--- src/rtl/ahb_cmd_sequencer.sv ---
// Command-queuing front end for the AHB-lite subsystem user port.
// Buffers commands, issues one at a time with fixed latency, and queues read data.
module ahb_cmd_sequencer #(
    parameter int CMD_DEPTH = 4,
    parameter int RSP_DEPTH = 4,
    parameter int WR_LAT    = 3,
    parameter int RD_LAT    = 4
) (
    input  logic                         Hclk,
    input  logic                         Hresetn,
    input  logic                         cmd_valid,
    output logic                         cmd_ready,
    input  logic                         cmd_wr,
    input  logic [1:0]                   cmd_sel,
    input  logic [31:0]                  cmd_addr,
    input  logic [31:0]                  cmd_data1,
    input  logic [31:0]                  cmd_data2,
    output logic                         rsp_valid,
    input  logic                         rsp_ready,
    output logic [31:0]                  rsp_data,
    output logic [1:0]                   rsp_sel,
    output logic                         enable,
    output logic                         Wr,
    output logic [1:0]                   slave_sel,
    output logic [31:0]                  addr,
    output logic [31:0]                  data_in_1,
    output logic [31:0]                  data_in_2,
    input  logic [31:0]                  d_out,
    output logic                         busy,
    output logic [$clog2(CMD_DEPTH):0]   cmd_count
);

    localparam int CAW     = $clog2(CMD_DEPTH);
    localparam int RAW     = $clog2(RSP_DEPTH);
    localparam int MAX_LAT = (WR_LAT > RD_LAT) ? WR_LAT : RD_LAT;
    localparam int LW      = $clog2(MAX_LAT + 1);

    localparam logic [LW-1:0] WR_LAT_C = LW'(WR_LAT);
    localparam logic [LW-1:0] RD_LAT_C = LW'(RD_LAT);
    localparam logic [LW-1:0] CNT_ONE  = LW'(1);

    typedef struct packed {
        logic        wr;
        logic [1:0]  sel;
        logic [31:0] addr;
        logic [31:0] data1;
        logic [31:0] data2;
    } cmd_t;

    typedef struct packed {
        logic [1:0]  sel;
        logic [31:0] data;
    } rsp_t;

    typedef enum logic [1:0] {IDLE, ISSUE, WAIT} state_t;

    cmd_t           cmd_mem [CMD_DEPTH];
    logic [CAW:0]   cmd_wptr;
    logic [CAW:0]   cmd_rptr;
    cmd_t           cmd_head;
    logic           cmd_empty;
    logic           cmd_full;
    logic           cmd_push;

    rsp_t           rsp_mem [RSP_DEPTH];
    logic [RAW:0]   rsp_wptr;
    logic [RAW:0]   rsp_rptr;
    rsp_t           rsp_head;
    logic           rsp_full;
    logic           rsp_pop;

    state_t         state;
    state_t         next_state;
    logic [LW-1:0]  cnt;
    logic [LW-1:0]  cnt_next;
    logic           issue;
    logic           capture;

    assign cmd_empty = (cmd_wptr == cmd_rptr);
    assign cmd_full  = (cmd_wptr[CAW] != cmd_rptr[CAW]) &&
                       (cmd_wptr[CAW-1:0] == cmd_rptr[CAW-1:0]);
    assign cmd_ready = ~cmd_full;
    assign cmd_count = cmd_wptr - cmd_rptr;
    assign cmd_push  = cmd_valid && cmd_ready;
    assign cmd_head  = cmd_mem[cmd_rptr[CAW-1:0]];

    assign rsp_valid = (rsp_wptr != rsp_rptr);
    assign rsp_full  = (rsp_wptr[RAW] != rsp_rptr[RAW]) &&
                       (rsp_wptr[RAW-1:0] == rsp_rptr[RAW-1:0]);
    assign rsp_pop   = rsp_valid && rsp_ready;
    assign rsp_head  = rsp_mem[rsp_rptr[RAW-1:0]];
    // Gated so the head reads as zero whenever the queue is empty, including after reset.
    assign rsp_data  = rsp_valid ? rsp_head.data : '0;
    assign rsp_sel   = rsp_valid ? rsp_head.sel  : '0;

    assign enable = (state == ISSUE);
    assign busy   = (state != IDLE);

    always_ff @(posedge Hclk) begin
        if (cmd_push) begin
            cmd_mem[cmd_wptr[CAW-1:0]] <= '{wr: cmd_wr, sel: cmd_sel, addr: cmd_addr,
                                            data1: cmd_data1, data2: cmd_data2};
        end
    end

    always_ff @(posedge Hclk or negedge Hresetn) begin
        if (!Hresetn) begin
            cmd_wptr <= '0;
            cmd_rptr <= '0;
        end else begin
            if (cmd_push) cmd_wptr <= cmd_wptr + (CAW+1)'(1);
            if (issue)    cmd_rptr <= cmd_rptr + (CAW+1)'(1);
        end
    end

    always_ff @(posedge Hclk or negedge Hresetn) begin
        if (!Hresetn) begin
            state <= IDLE;
            cnt   <= '0;
        end else begin
            state <= next_state;
            cnt   <= cnt_next;
        end
    end

    // A read is only issued when a response slot is free, so the response queue never overflows.
    always_comb begin
        next_state = state;
        cnt_next   = cnt;
        issue      = 1'b0;
        capture    = 1'b0;
        case (state)
            IDLE: begin
                if (!cmd_empty && (cmd_head.wr || !rsp_full)) begin
                    issue      = 1'b1;
                    next_state = ISSUE;
                    cnt_next   = cmd_head.wr ? WR_LAT_C : RD_LAT_C;
                end
            end
            ISSUE: begin
                if (cnt == CNT_ONE) begin
                    next_state = IDLE;
                    cnt_next   = '0;
                    capture    = ~Wr;
                end else begin
                    next_state = WAIT;
                    cnt_next   = cnt - CNT_ONE;
                end
            end
            WAIT: begin
                cnt_next = cnt - CNT_ONE;
                if (cnt == CNT_ONE) begin
                    next_state = IDLE;
                    capture    = ~Wr;
                end
            end
            default: begin
                next_state = IDLE;
                cnt_next   = '0;
            end
        endcase
    end

    always_ff @(posedge Hclk or negedge Hresetn) begin
        if (!Hresetn) begin
            Wr        <= 1'b0;
            slave_sel <= '0;
            addr      <= '0;
            data_in_1 <= '0;
            data_in_2 <= '0;
        end else if (issue) begin
            Wr        <= cmd_head.wr;
            slave_sel <= cmd_head.sel;
            addr      <= cmd_head.addr;
            data_in_1 <= cmd_head.data1;
            data_in_2 <= cmd_head.data2;
        end
    end

    always_ff @(posedge Hclk) begin
        if (capture) begin
            rsp_mem[rsp_wptr[RAW-1:0]] <= '{sel: slave_sel, data: d_out};
        end
    end

    always_ff @(posedge Hclk or negedge Hresetn) begin
        if (!Hresetn) begin
            rsp_wptr <= '0;
            rsp_rptr <= '0;
        end else begin
            if (capture) rsp_wptr <= rsp_wptr + (RAW+1)'(1);
            if (rsp_pop) rsp_rptr <= rsp_rptr + (RAW+1)'(1);
        end
    end

endmodule

--- config.mk ---
export PLATFORM = sky130hd
export DESIGN_NAME = ahb_cmd_sequencer
export DESIGN_NICKNAME = d
export VERILOG_FILES = /design/src/rtl/ahb_cmd_sequencer.sv
export SDC_FILE = /design/constraint.sdc
export NUM_CORES = 1
export LEC_CHECK = 0
export CORE_ASPECT_RATIO = 0.75
export CORE_UTILIZATION = 60
export CTS_CLUSTER_SIZE = 28
export DETAILED_ROUTE_END_ITERATION = 6
export PLACE_DENSITY = 0.91
export SLEW_MARGIN = 20
export SYNTH_ARGS = -nofsm -noshare
export SYNTH_HDL_FRONTEND = slang
export SYNTH_SLANG_ARGS = --single-unit
--- constraint.sdc ---
create_clock -name Hclk -period 11.65 [get_ports Hclk]
set_input_delay 2.33 -clock Hclk [delete_from_list [all_inputs] [get_ports Hclk]]
set_output_delay 2.33 -clock Hclk [all_outputs]
set_load 0.005 [all_outputs]
# After elaboration in Yosys (flattened, before gate mapping)

Memories as Yosys holds them, arrays and structs flattened.
Cells that the tools add are included.

Flip-flop bits (word level): 116
Bits in latches: 0
RAM bits: 532
Bits in read-only memories: 0
Bits of input ports: 135
Memories: 2

Add/subtract/negate cells: 6
Multipliers: 0
Div/mod/pow operators: 0
Order comparisons: 0
Equality and inequality tests: 11
Shift-type cells: 0
Mux-type cells: 18
Bitwise gates (word level): 2
Reduce and logical (&&, ||, !) cells: 12

Memory list:

| memory  | depth | width | read ports | clocked after memory_dff | write ports | RTL line | source |
|---|---|---|---|---|---|---|---|
| cmd_mem | 4     | 99    | 1          | 0                        | 1           | 57       | `cmd_t cmd_mem [CMD_DEPTH];` |
| rsp_mem | 4     | 34    | 1          | 0                        | 1           | 65       | `rsp_t rsp_mem [RSP_DEPTH];` |

Operator list:

| cell                                                                  | number |
|---|---|
| 32-bit 2-to-1 mux                                                     | 1 |
| 3-bit by 1-bit adder with 3-bit output, second input constant         | 4 |
| 3-bit 2-to-1 mux                                                      | 3 |
| 3-bit case mux with 3 select lines                                    | 1 |
| 1-bit 2-to-1 mux                                                      | 8 |
| 2-bit 2-to-1 mux                                                      | 4 |
| 2-bit case mux with 3 select lines                                    | 1 |
| 1-bit logical AND                                                     | 5 |
| 2-bit equality test                                                   | 2 |
| 2-bit != test, second input constant                                  | 2 |
| 3-bit by 1-bit equality test with 1-bit output, second input constant | 1 |
| 3-bit equality test                                                   | 1 |
| 3-bit != test                                                         | 1 |
| 3-bit by 1-bit subtractor with 3-bit output, second input constant    | 1 |
| 3-bit subtractor                                                      | 1 |
| 2-bit by 1-bit equality test with 1-bit output, second input constant | 1 |
| 2-bit equality test, second input constant                            | 1 |
| 1-bit logical NOT                                                     | 2 |
| 2-bit logical NOT                                                     | 1 |
| 1-bit != test                                                         | 2 |
| 1-bit inverter                                                        | 2 |
| 2-bit AND reduction                                                   | 1 |
| 2-bit nonzero test                                                    | 1 |
| 2-bit OR reduction                                                    | 1 |
| 1-bit logical OR                                                      | 1 |

# Depth between registers and ports, before layout

Gate-level depths: netlist (run 1).

Depth in word-level cells: 7
Depth in mapped cells: 10

# Least setup slack after synthesis (run 1)

No wires, ideal clock.

Kind: in2reg
Start point: input cmd_valid
End point: memory cmd_mem[3][0] in the netlist's numbering, enable pin
Data arrival time: 5,066 ps
Required time: 11,180 ps
Slack: 6,114 ps
Stages on the path: 3
Path buffers: 0
Path through: inv_1 -> a31oi_1 -> and2_1

Word-level cells in the longest chain between the ends: 3

RTL lines:

| element                                | RTL line | source |
|---|---|---|
| start: declaration                     | 11       | `input logic cmd_valid,` |
| 1-bit logical AND                      | 84       | `assign cmd_push = cmd_valid && cmd_ready;` |
| 1-bit 2-to-1 mux                       | 100      | `if (cmd_push) begin` |
| 1-bit 2-to-1 mux (not written as such) | 101      | `cmd_mem[cmd_wptr[CAW-1:0]] <= '{wr: cmd_wr, sel: cmd_sel, addr: cmd_addr,` |
| end: declaration                       | 57       |  |

Every way passes these cells.

# Final worst setup path (run 1)

Start point: register rsp_rptr[0]
End point: output rsp_data[12]

Word-level cells in the longest chain between the ends: 2

RTL lines:

| element                                            | RTL line | source |
|---|---|---|
| start: declaration                                 | 67       | `logic [RAW:0] rsp_rptr;` |
| start signal: assignment                           | 192      | `if (rsp_pop) rsp_rptr <= rsp_rptr + (RAW+1)'(1);` |
| memory 4 x 34 bit or 3-bit != test (tied branches) | --       |  |
| 32-bit 2-to-1 mux (*)                              | 93       | `assign rsp_data = rsp_valid ? rsp_head.data : '0;` |
| end: declaration                                   | 20       | `output logic [31:0] rsp_data,` |

Every way passes the cells marked *; elsewhere a longest branch is shown, timed or not.

==> results.json, run 1 <==
{
  "fill_cells": 2129,
  "antenna_found_initial": 7,
  "grt_pass1_vias": 12243,
  "cts_resized": 0,
  "crit_family": "buffers and inverters",
  "fp.dieH_um": 177,
  "cts.htree.levels": 2,
  "synth_top_flop_cell": "edfxtp_1",
  "synth_edf_count": 532,
  "routed_wirelength_um": 50300,
  "cts_tree": "yes",
  "grtUsageTotal": 0.245,
  "drt_iter0_drc": 974,
  "cts_buffers": 57,
  "ys_ff_latch": 648,
  "slew_headroom": 0.257,
  "tns_ns": 0,
  "hold_viol": 0,
  "async_flop_share": 0.179,
  "cts_setup_buffers": 0,
  "hold_start": "cmd_rptr[2]",
  "wl_per_cell_um": 26.1,
  "io_pins": 275,
  "viasPerCell": 5.93,
  "synth.avg_cell_area_um2": 23.2,
  "dr.pass1.iters": 5,
  "cts-root-buf": "clkbuf_16",
  "clk_pin_slew_ns": 0.06,
  "initial_core_util": 0.615,
  "fin_ws_ns": 5.75,
  "crit_fanout": 37,
  "yosysWarnings": 0,
  "place_ws_ns": 6.29,
  "max_stage_delay_ns": 0.67,
  "setup_violations": 0,
  "rsz0062_at_grt": "no",
  "crit_path_end_kind": "output pin",
  "startpoint": "rsp_rptr[0]",
  "place_area_um2": 27800,
  "drc": 0,
  "crit_chain": "buf_4 > xor2_1 > or3b_2 > and2_1 > clkdlybuf4s50_1",
  "r2r_start": "cmd_rptr[1]",
  "grt_max_degree": 76,
  "required_ns": 9.32,
  "post-route-util": 0.746,
  "drtAntennaViolNets": 0,
  "critPathBufInv": 2,
  "cts_buffer_depth": 3,
  "skew_ns": 0.0201,
  "fin_crit_ns": 5.90,
  "worst_setup_path_start_kind": "flop",
  "grt_overflow": 0,
  "area_delta_synth_final_pct": 21.3,
  "place.detailed.hpwl_um": 29800,
  "dp_cells": 1817,
  "tightest_slew_ns": 1.11,
  "fmax_ghz": 0.169,
  "drive_above_1_share": 0.246,
  "die-area_um2": 41700,
  "vdd_drop_max_uv": 183,
  "critPathSlowestCell": "dfrtp_2",
  "arrival_ns": 3.57,
  "final_max_slew_viol_count": 0,
  "num_rows": 63,
  "power.density_nw_per_um2": 281,
  "die_w_um": 236,
  "num_vias": 11438,
  "timing.final.crit_share": 0.507,
  "final_cells": 1930,
  "outcome": "finished, final reports clean",
  "path_class": "reg -> out",
  "insertion_delay_ns": 0.59,
  "synth_nets": 1211,
  "nNetsFinal": 1511,
  "cap_violations": 0,
  "cts_sinks": 648,
  "total_leakage_power_uw": 0.0103,
  "portBuffers": 274,
  "synth_cells": 1057,
  "cts_hold_buf": 0,
  "fin_area_um2": 29800,
  "min_path_type": "reg -> reg",
  "synth_cell_type_count": 33,
  "ys_seq_area_frac": 0.769,
  "gp_congestion": 0.786,
  "core_area_um2": 39900,
  "grt_pass1_wl_um": 75300,
  "netlist_area_um2": 24500
}
state kept, by name (all words and copies together) (netlist names), 3 cells and up:
name	flops
cmd_rptr	3
data_in_2	32
cmd_wptr	3
rsp_rptr	3
addr	32
data_in_1	32
rsp_wptr	3
cnt	3
rsp_mem	136
cmd_mem	396
placed cells by master (no fill, tap or decap), drive strengths merged, types with 3 or more instances in the layout:
cell	netlist	routed
and2	43	43
buf	19	13
bufinv	0	8
clkbuf	26	79
clkdlybuf4s50	0	273
clkinv	0	16
dfrtp	116	116
diode	0	5
edfxtp	532	532
ha	18	18
inv	15	18
mux2	102	102
mux4	133	133
nand2	6	6
nand3	3	3
nor2	3	3
o21ai	9	9
xnor2	5	5
xor2	8	8
cells in the mapped netlist, drive strengths merged (2+ instances only):
cell type	number	area [um2]
edfxtp	532	16000
mux4	133	3000
dfrtp	116	2900
mux2	102	1490
and2	43	269
clkbuf	26	97.6
buf	19	154
ha	18	225
inv	15	56.3
o21ai	9	45.0
xor2	8	70.1
nand2	6	22.5
xnor2	5	43.8
nand3	3	15.0
nor2	3	11.3
a22o	2	17.5
a31oi	2	12.5
nand2b	2	12.5
nor3b	2	15.0
nor4	2	27.5
path summary, 6_finish.rpt:
check	cells past startpoint	end	slack, ns
setup / recovery	5	rsp_data[12]	5.75
hold reg to reg	1	cmd_rptr[2]	0.49
setup reg to reg	8	data_in_2[13]	7.12
max in group asynchronous	2	cmd_rptr[1]	8.54
hold / removal	1	cmd_rptr[2]	0.49
min in group asynchronous	1	addr[17]	1.72
final cells by class:
| cell class | count | area [um2] | area share |
|---|---|---|---|
| Clock inverter | 28 | 364 | 0.0122 |
| Inverter | 15 | 56.3 | 0.00189 |
| Antenna cell | 5 | 12.5 | 0.000420 |
| Tap cell | 520 | 651 | 0.0219 |
| Clock buffer | 79 | 1560 | 0.0524 |
| Timing Repair Buffer | 286 | 2860 | 0.0961 |
| Sequential cell | 648 | 18900 | 0.634 |
| Multi-Input combinational cell | 349 | 5380 | 0.181 |
per-layer routing:
metal	share of wire	GRT usage	wire, um
met5	0.00088	0	44
met4	0.020	0.0618	981
met3	0.070	0.0560	3500
met2	0.51	0.404	25500
met1	0.40	0.336	20200
logic make-up (layout without fill, tap and decap cells):
logic type / after synthesis / after routing / share of synthesized area
and+or+nand+nor: 65 / 65 / 0.0163
adders and majority gates: 19 / 19 / 0.00999
other: 0 / 5 / 0
buffers and inverters: 60 / 408 / 0.0125
AOI/OAI and AO/OA: 17 / 17 / 0.00459
muxes: 235 / 235 / 0.183
DFF: 648 / 648 / 0.769
xor gates and xnor gates: 13 / 13 / 0.00464
metrics by stage:
| stage | power, uW | hold WS [ns] |
|---|---|---|
| detailed placement | 6460 | 0.486 |
| global placement | 6360 | 0.476 |
| CTS | 8440 | 0.495 |
| global route | 8720 | 0.506 |
| finish | 8370 | 0.495 |
| floorplan | 5330 | 0.460 |
report_power, final:
| group | switching (uW) | internal (uW) | leakage, uW |
|---|---|---|---|
| Combinational | 1250 | 1760 | 0.00320 |
| Clock | 818 | 1120 | 0.000937 |
| Sequential | 303 | 3130 | 0.00621 |
| Total | 2370 | 6000 | 0.0103 |
Power figures use the tool's default switching activity.
==> run 2: changes to the inputs <==
--- a/config.mk
+++ b/config.mk
@@ -6,10 +6,10 @@
 export NUM_CORES = 1
 export LEC_CHECK = 0
 export CORE_ASPECT_RATIO = 0.75
-export CORE_UTILIZATION = 60
+export CORE_UTILIZATION = 51
 export CTS_CLUSTER_SIZE = 28
 export DETAILED_ROUTE_END_ITERATION = 6
-export PLACE_DENSITY = 0.91
+export PLACE_DENSITY = 0.83
 export SLEW_MARGIN = 20
 export SYNTH_ARGS = -nofsm -noshare
 export SYNTH_HDL_FRONTEND = slang
==> constraint.sdc (replaced) <==
create_clock -name Hclk -period 4.8 [get_ports Hclk]
set_input_delay 0.96 -clock Hclk [delete_from_list [all_inputs] [get_ports Hclk]]
set_output_delay 0.96 -clock Hclk [all_outputs]
set_load 0.005 [all_outputs]
==> run 2 against run 1 <==
Global-route usage shrank 4.0 points. Critical endpoint is now rsp_data[17]. Critical path type unchanged. Via count down 0.70%. Critical path depth is 1 lower. Final area up 1.1%. Wire length is 2.4% lower. Power increased by 140%.
==> results.json, run 2 (same netlist as run 1, synthesis figures left out) <==
{
  "grt_pass1_wl_um": 73600,
  "slew_headroom": 0.371,
  "drive_above_1_share": 0.252,
  "fmax_ghz": 0.251,
  "die_w_um": 255,
  "cts_resized": 0,
  "final_cells": 2062,
  "tns_ns": 0,
  "cts_setup_buffers": 0,
  "cts_tree": "yes",
  "timing.final.crit_share": 0.829,
  "cts-root-buf": "clkbuf_16",
  "path_class": "reg -> out",
  "min_path_type": "in -> async",
  "num_rows": 69,
  "nNetsFinal": 1520,
  "critPathSlowestCell": "or3b_2",
  "max_stage_delay_ns": 0.63,
  "gp_congestion": 0.780,
  "arrival_ns": 3.02,
  "portBuffers": 274,
  "fin_area_um2": 30100,
  "fp.dieH_um": 192,
  "crit_fanout": 37,
  "critical_path_depth": 4,
  "largest_register_ffs": 396,
  "fin_ws_ns": 0.820,
  "drc": 0,
  "crit_family": "simple AND/OR/NAND/NOR gates",
  "vdd_drop_max_uv": 604,
  "core_area_um2": 47400,
  "io_pins": 275,
  "place_ws_ns": 1.35,
  "drtAntennaViolNets": 0,
  "clk_pin_slew_ns": 0.06,
  "place_area_um2": 28100,
  "die-area_um2": 49000,
  "dr.pass1.iters": 4,
  "required_ns": 3.84,
  "worst_setup_path_start_kind": "flop",
  "cts.htree.levels": 2,
  "crit_path_end_kind": "output pin",
  "rsz0062_at_grt": "no",
  "cts_buffers": 59,
  "drt_iter0_drc": 879,
  "whs_ns": 0.432,
  "cts_buffer_depth": 3,
  "insertion_delay_ns": 0.63,
  "crit_chain": "xor2_1 > or3b_2 > and2_1 > clkdlybuf4s50_1",
  "outcome": "finished, final reports clean",
  "skew_ns": 0.0363,
  "fin_crit_ns": 3.98,
  "wl_per_cell_um": 23.8,
  "final_common_cell": "edfxtp_1",
  "final_max_slew_viol_count": 0,
  "viasPerCell": 5.51,
  "hold_viol": 0,
  "grtUsageTotal": 0.205,
  "area_delta_synth_final_pct": 22.7,
  "initial_core_util": 0.518,
  "antenna_found_initial": 16,
  "routed_wirelength_um": 49100,
  "final_cell_mix": "edfxtp_1 (532), clkdlybuf4s50_1 (273), mux4_2 (133)",
  "dp_cells": 1944,
  "power.density_nw_per_um2": 678,
  "fill_cells": 3086,
  "grt_overflow": 0,
  "total_leakage_power_uw": 0.0104,
  "grt_pass1_vias": 11951,
  "place.detailed.hpwl_um": 30000,
  "ff2ff_path_depth": 4,
  "cts_hold_buf": 0,
  "tightest_slew_ns": 0.944,
  "grt_max_degree": 87,
  "setup_violations": 0,
  "cts_sinks": 648,
  "num_vias": 11358,
  "critPathBufInv": 1,
  "cap_violations": 0
}
[run 2: area by class of cell]
type	count	area, um2	area share
tap	639	800	0.0266
antenna	6	15.0	0.000499
clock inverter	29	333	0.0111
sequential	648	18900	0.627
inverter	15	56.3	0.00187
clock buffer	83	1670	0.0554
timing repair buffer	293	2970	0.0988
multi-input combinational	349	5380	0.179
[run 2: through the flow]
stage,utilization,total power (uW)
finish,0.635,20400
global route,0.635,21400
CTS,0.635,20600
detailed placement,0.593,15800
global placement,0.593,15600
floorplan,-,12900
[run 2: final timing paths]
path	startpoint	to	slack, ns
setup / recovery	rsp_rptr[0]	rsp_data[17]	0.82
hold / removal	Hresetn	data_in_2[15]	0.43
setup reg to reg	cmd_rptr[0]	cmd_mem[0][60]	1.58
hold reg to reg	cmd_rptr[2]	cmd_rptr[2]	0.49
max in group asynchronous	Hresetn	addr[8]	3.26
min in group Hclk	cmd_rptr[2]	cmd_rptr[2]	0.49
[run 2: per-layer routing]
| layer | up-vias | track usage | part of all wire | routed length, um |
|---|---|---|---|---|
| li1 | 4917 | - | - | - |
| met1 | 5946 | 0.277 | 0.41 | 20300 |
| met2 | 385 | 0.326 | 0.48 | 23600 |
| met3 | 88 | 0.0626 | 0.083 | 4090 |
| met4 | 22 | 0.0537 | 0.018 | 897 |
| met5 | - | 0 | 0.0032 | 159 |
[run 2: where the power goes]
group	leakage (uW)	internal, uW	switching, uW
Clock	0.000972	2750	2030
Sequential	0.00621	7580	726
Combinational	0.00325	4310	3000
Total	0.0104	14600	5760
==> run 3: changes to the inputs <==
==> constraint.sdc (replaced) <==
create_clock -name Hclk -period 3.3 [get_ports Hclk]
set_input_delay 0.66 -clock Hclk [delete_from_list [all_inputs] [get_ports Hclk]]
set_output_delay 0.66 -clock Hclk [all_outputs]
set_load 0.005 [all_outputs]
==> run 3 against run 2 <==
Final cell count rose by 0.78%. Critical path depth did not move. Sequential share of layout area fell by 0.070 points. Clock-buffer cell count fell by 6. Largest cell class unchanged. Highest routed layer unchanged.
==> results.json, run 3 (same netlist as run 1, synthesis figures left out) <==
{
  "core_area_um2": 47400,
  "crit_chain": "buf_12 > mux4_2 > and2_1 > clkdlybuf4s50_1",
  "antenna_found_initial": 6,
  "grt_pass1_vias": 12079,
  "cts_tree": "yes",
  "total_leakage_power_uw": 0.0105,
  "path_class": "reg -> out",
  "fp.dieH_um": 192,
  "ff2ff_path_depth": 5,
  "drtAntennaViolNets": 0,
  "r2r_start": "cmd_rptr[1]",
  "critPathSlowestCell": "mux4_2",
  "die-area_um2": 49000,
  "slew_headroom": 0.370,
  "tightest_slew_ns": 0.944,
  "die_w_um": 255,
  "required_ns": 2.64,
  "portBuffers": 274,
  "setup_violations": 0,
  "routed_wirelength_um": 48300,
  "cts_buffers": 57,
  "place_area_um2": 28300,
  "place.detailed.hpwl_um": 29500,
  "critPathBufInv": 2,
  "hold_viol": 0,
  "worst_setup_path_start_kind": "flop",
  "final_cell_mix": "edfxtp_1 (532), clkdlybuf4s50_1 (273), mux4_2 (133)",
  "cts_sinks": 648,
  "crit_family": "buffers and inverters",
  "dr.pass1.iters": 5,
  "cts.htree.levels": 2,
  "whs_ns": 0.00479,
  "wl_per_cell_um": 23.2,
  "skew_ns": 0.0365,
  "power.density_nw_per_um2": 972,
  "min_path_type": "in -> async",
  "insertion_delay_ns": 0.62,
  "final_common_cell": "edfxtp_1",
  "rrSetupSlack_ns": 0.61,
  "timing.final.crit_share": 0.966,
  "max_stage_delay_ns": 0.60,
  "fin_area_um2": 30100,
  "cap_violations": 0,
  "drt_iter0_drc": 627,
  "num_rows": 69,
  "crit_fanout": 36,
  "largest_register_ffs": 396,
  "drc": 0,
  "vdd_drop_max_uv": 724,
  "initial_core_util": 0.518,
  "post-route-util": 0.636,
  "outcome": "finished, final reports clean",
  "rsz0062_at_grt": "no",
  "grt_overflow": 0,
  "final_max_slew_viol_count": 0,
  "clk_pin_slew_ns": 0.07,
  "cts_buffer_depth": 3,
  "area_delta_synth_final_pct": 22.8,
  "fin_crit_ns": 3.19,
  "io_pins": 275,
  "gp_congestion": 0.747,
  "startpoint": "rsp_rptr[0]",
  "num_vias": 11313,
  "nNetsFinal": 1538,
  "cts-root-buf": "clkbuf_16",
  "arrival_ns": 2.53,
  "crit_path_end_kind": "output pin",
  "grt_max_degree": 101,
  "grt_pass1_wl_um": 72300,
  "timing.rr.end": "cmd_mem[0][66]",
  "viasPerCell": 5.44,
  "fmax_ghz": 0.314,
  "drive_above_1_share": 0.259,
  "grtUsageTotal": 0.200
}
[run 3: cell count changes in the layout (fill, tap and decap cells not counted), moves of 2 or more]
cell / before / now
clkinv_4: 2 / 0
clkbuf_1: 15 / 13
buf_4: 12 / 26
clkinv_2: 8 / 11
bufinv_16: 6 / 2
inv_6: 0 / 2
buf_12: 7 / 13
clkinv_1: 9 / 13
clkbuf_16: 60 / 57
[run 3: worst max-delay path by stage]
stage / to / slack (ns) / cells past startpoint
detailed placement: cmd_mem[1][39] / 0.50 / 5
global placement: cmd_mem[0][43] / 0.56 / 5
CTS: rsp_data[2] / 0.06 / 4
floorplan: cmd_mem[3][0] / -0.20 / 6
finish: rsp_data[2] / 0.11 / 4
global route: rsp_data[2] / 0.02 / 4
[run 3: metrics by stage]
step / worst slack (ns) / total power [uW] / std cells / setup TNS, ns
2_1_floorplan: -0.204 / 18800 / 1057 / -75.99
3_3_place_gp: 0.561 / 22800 / 1964 / 0
3_5_place_dp: 0.500 / 23200 / 1964 / 0
4_1_cts: 0.0627 / 29700 / 2072 / 0
5_1_grt: 0.0151 / 30700 / 2073 / 0
6_report: 0.111 / 29300 / 2078 / 0
[run 3: cell type report]
class | instances | area, um2
antenna | 6 | 15.0
clock buffer | 77 | 1570
timing repair buffer | 313 | 3200
sequential | 648 | 18900
tap | 639 | 800
inverter | 15 | 56.3
clock inverter | 31 | 235
multi-input combinational | 349 | 5380
fill | 3045 | 17300
[run 3: layer usage]
metal  GRT usage  share of wire
met5           0         0.0013
met4      0.0617          0.024
met3      0.0564          0.078
met2       0.321           0.48
met1       0.268           0.41
[run 3: power by group]
group / total, uW / internal [uW] / switching [uW] / leakage (uW)
Clock: 6390 / 3510 / 2880 / 0.000887
Sequential: 11800 / 11000 / 830 / 0.00621
Combinational: 11100 / 6460 / 4600 / 0.00338
Total: 29300 / 21000 / 8310 / 0.0105
[run 3: timing repair]
action,CTS,global route
setup buffers,0,0
gates resized for setup,1,0
setup endpoints to repair,34,0
hold buffers,0,0
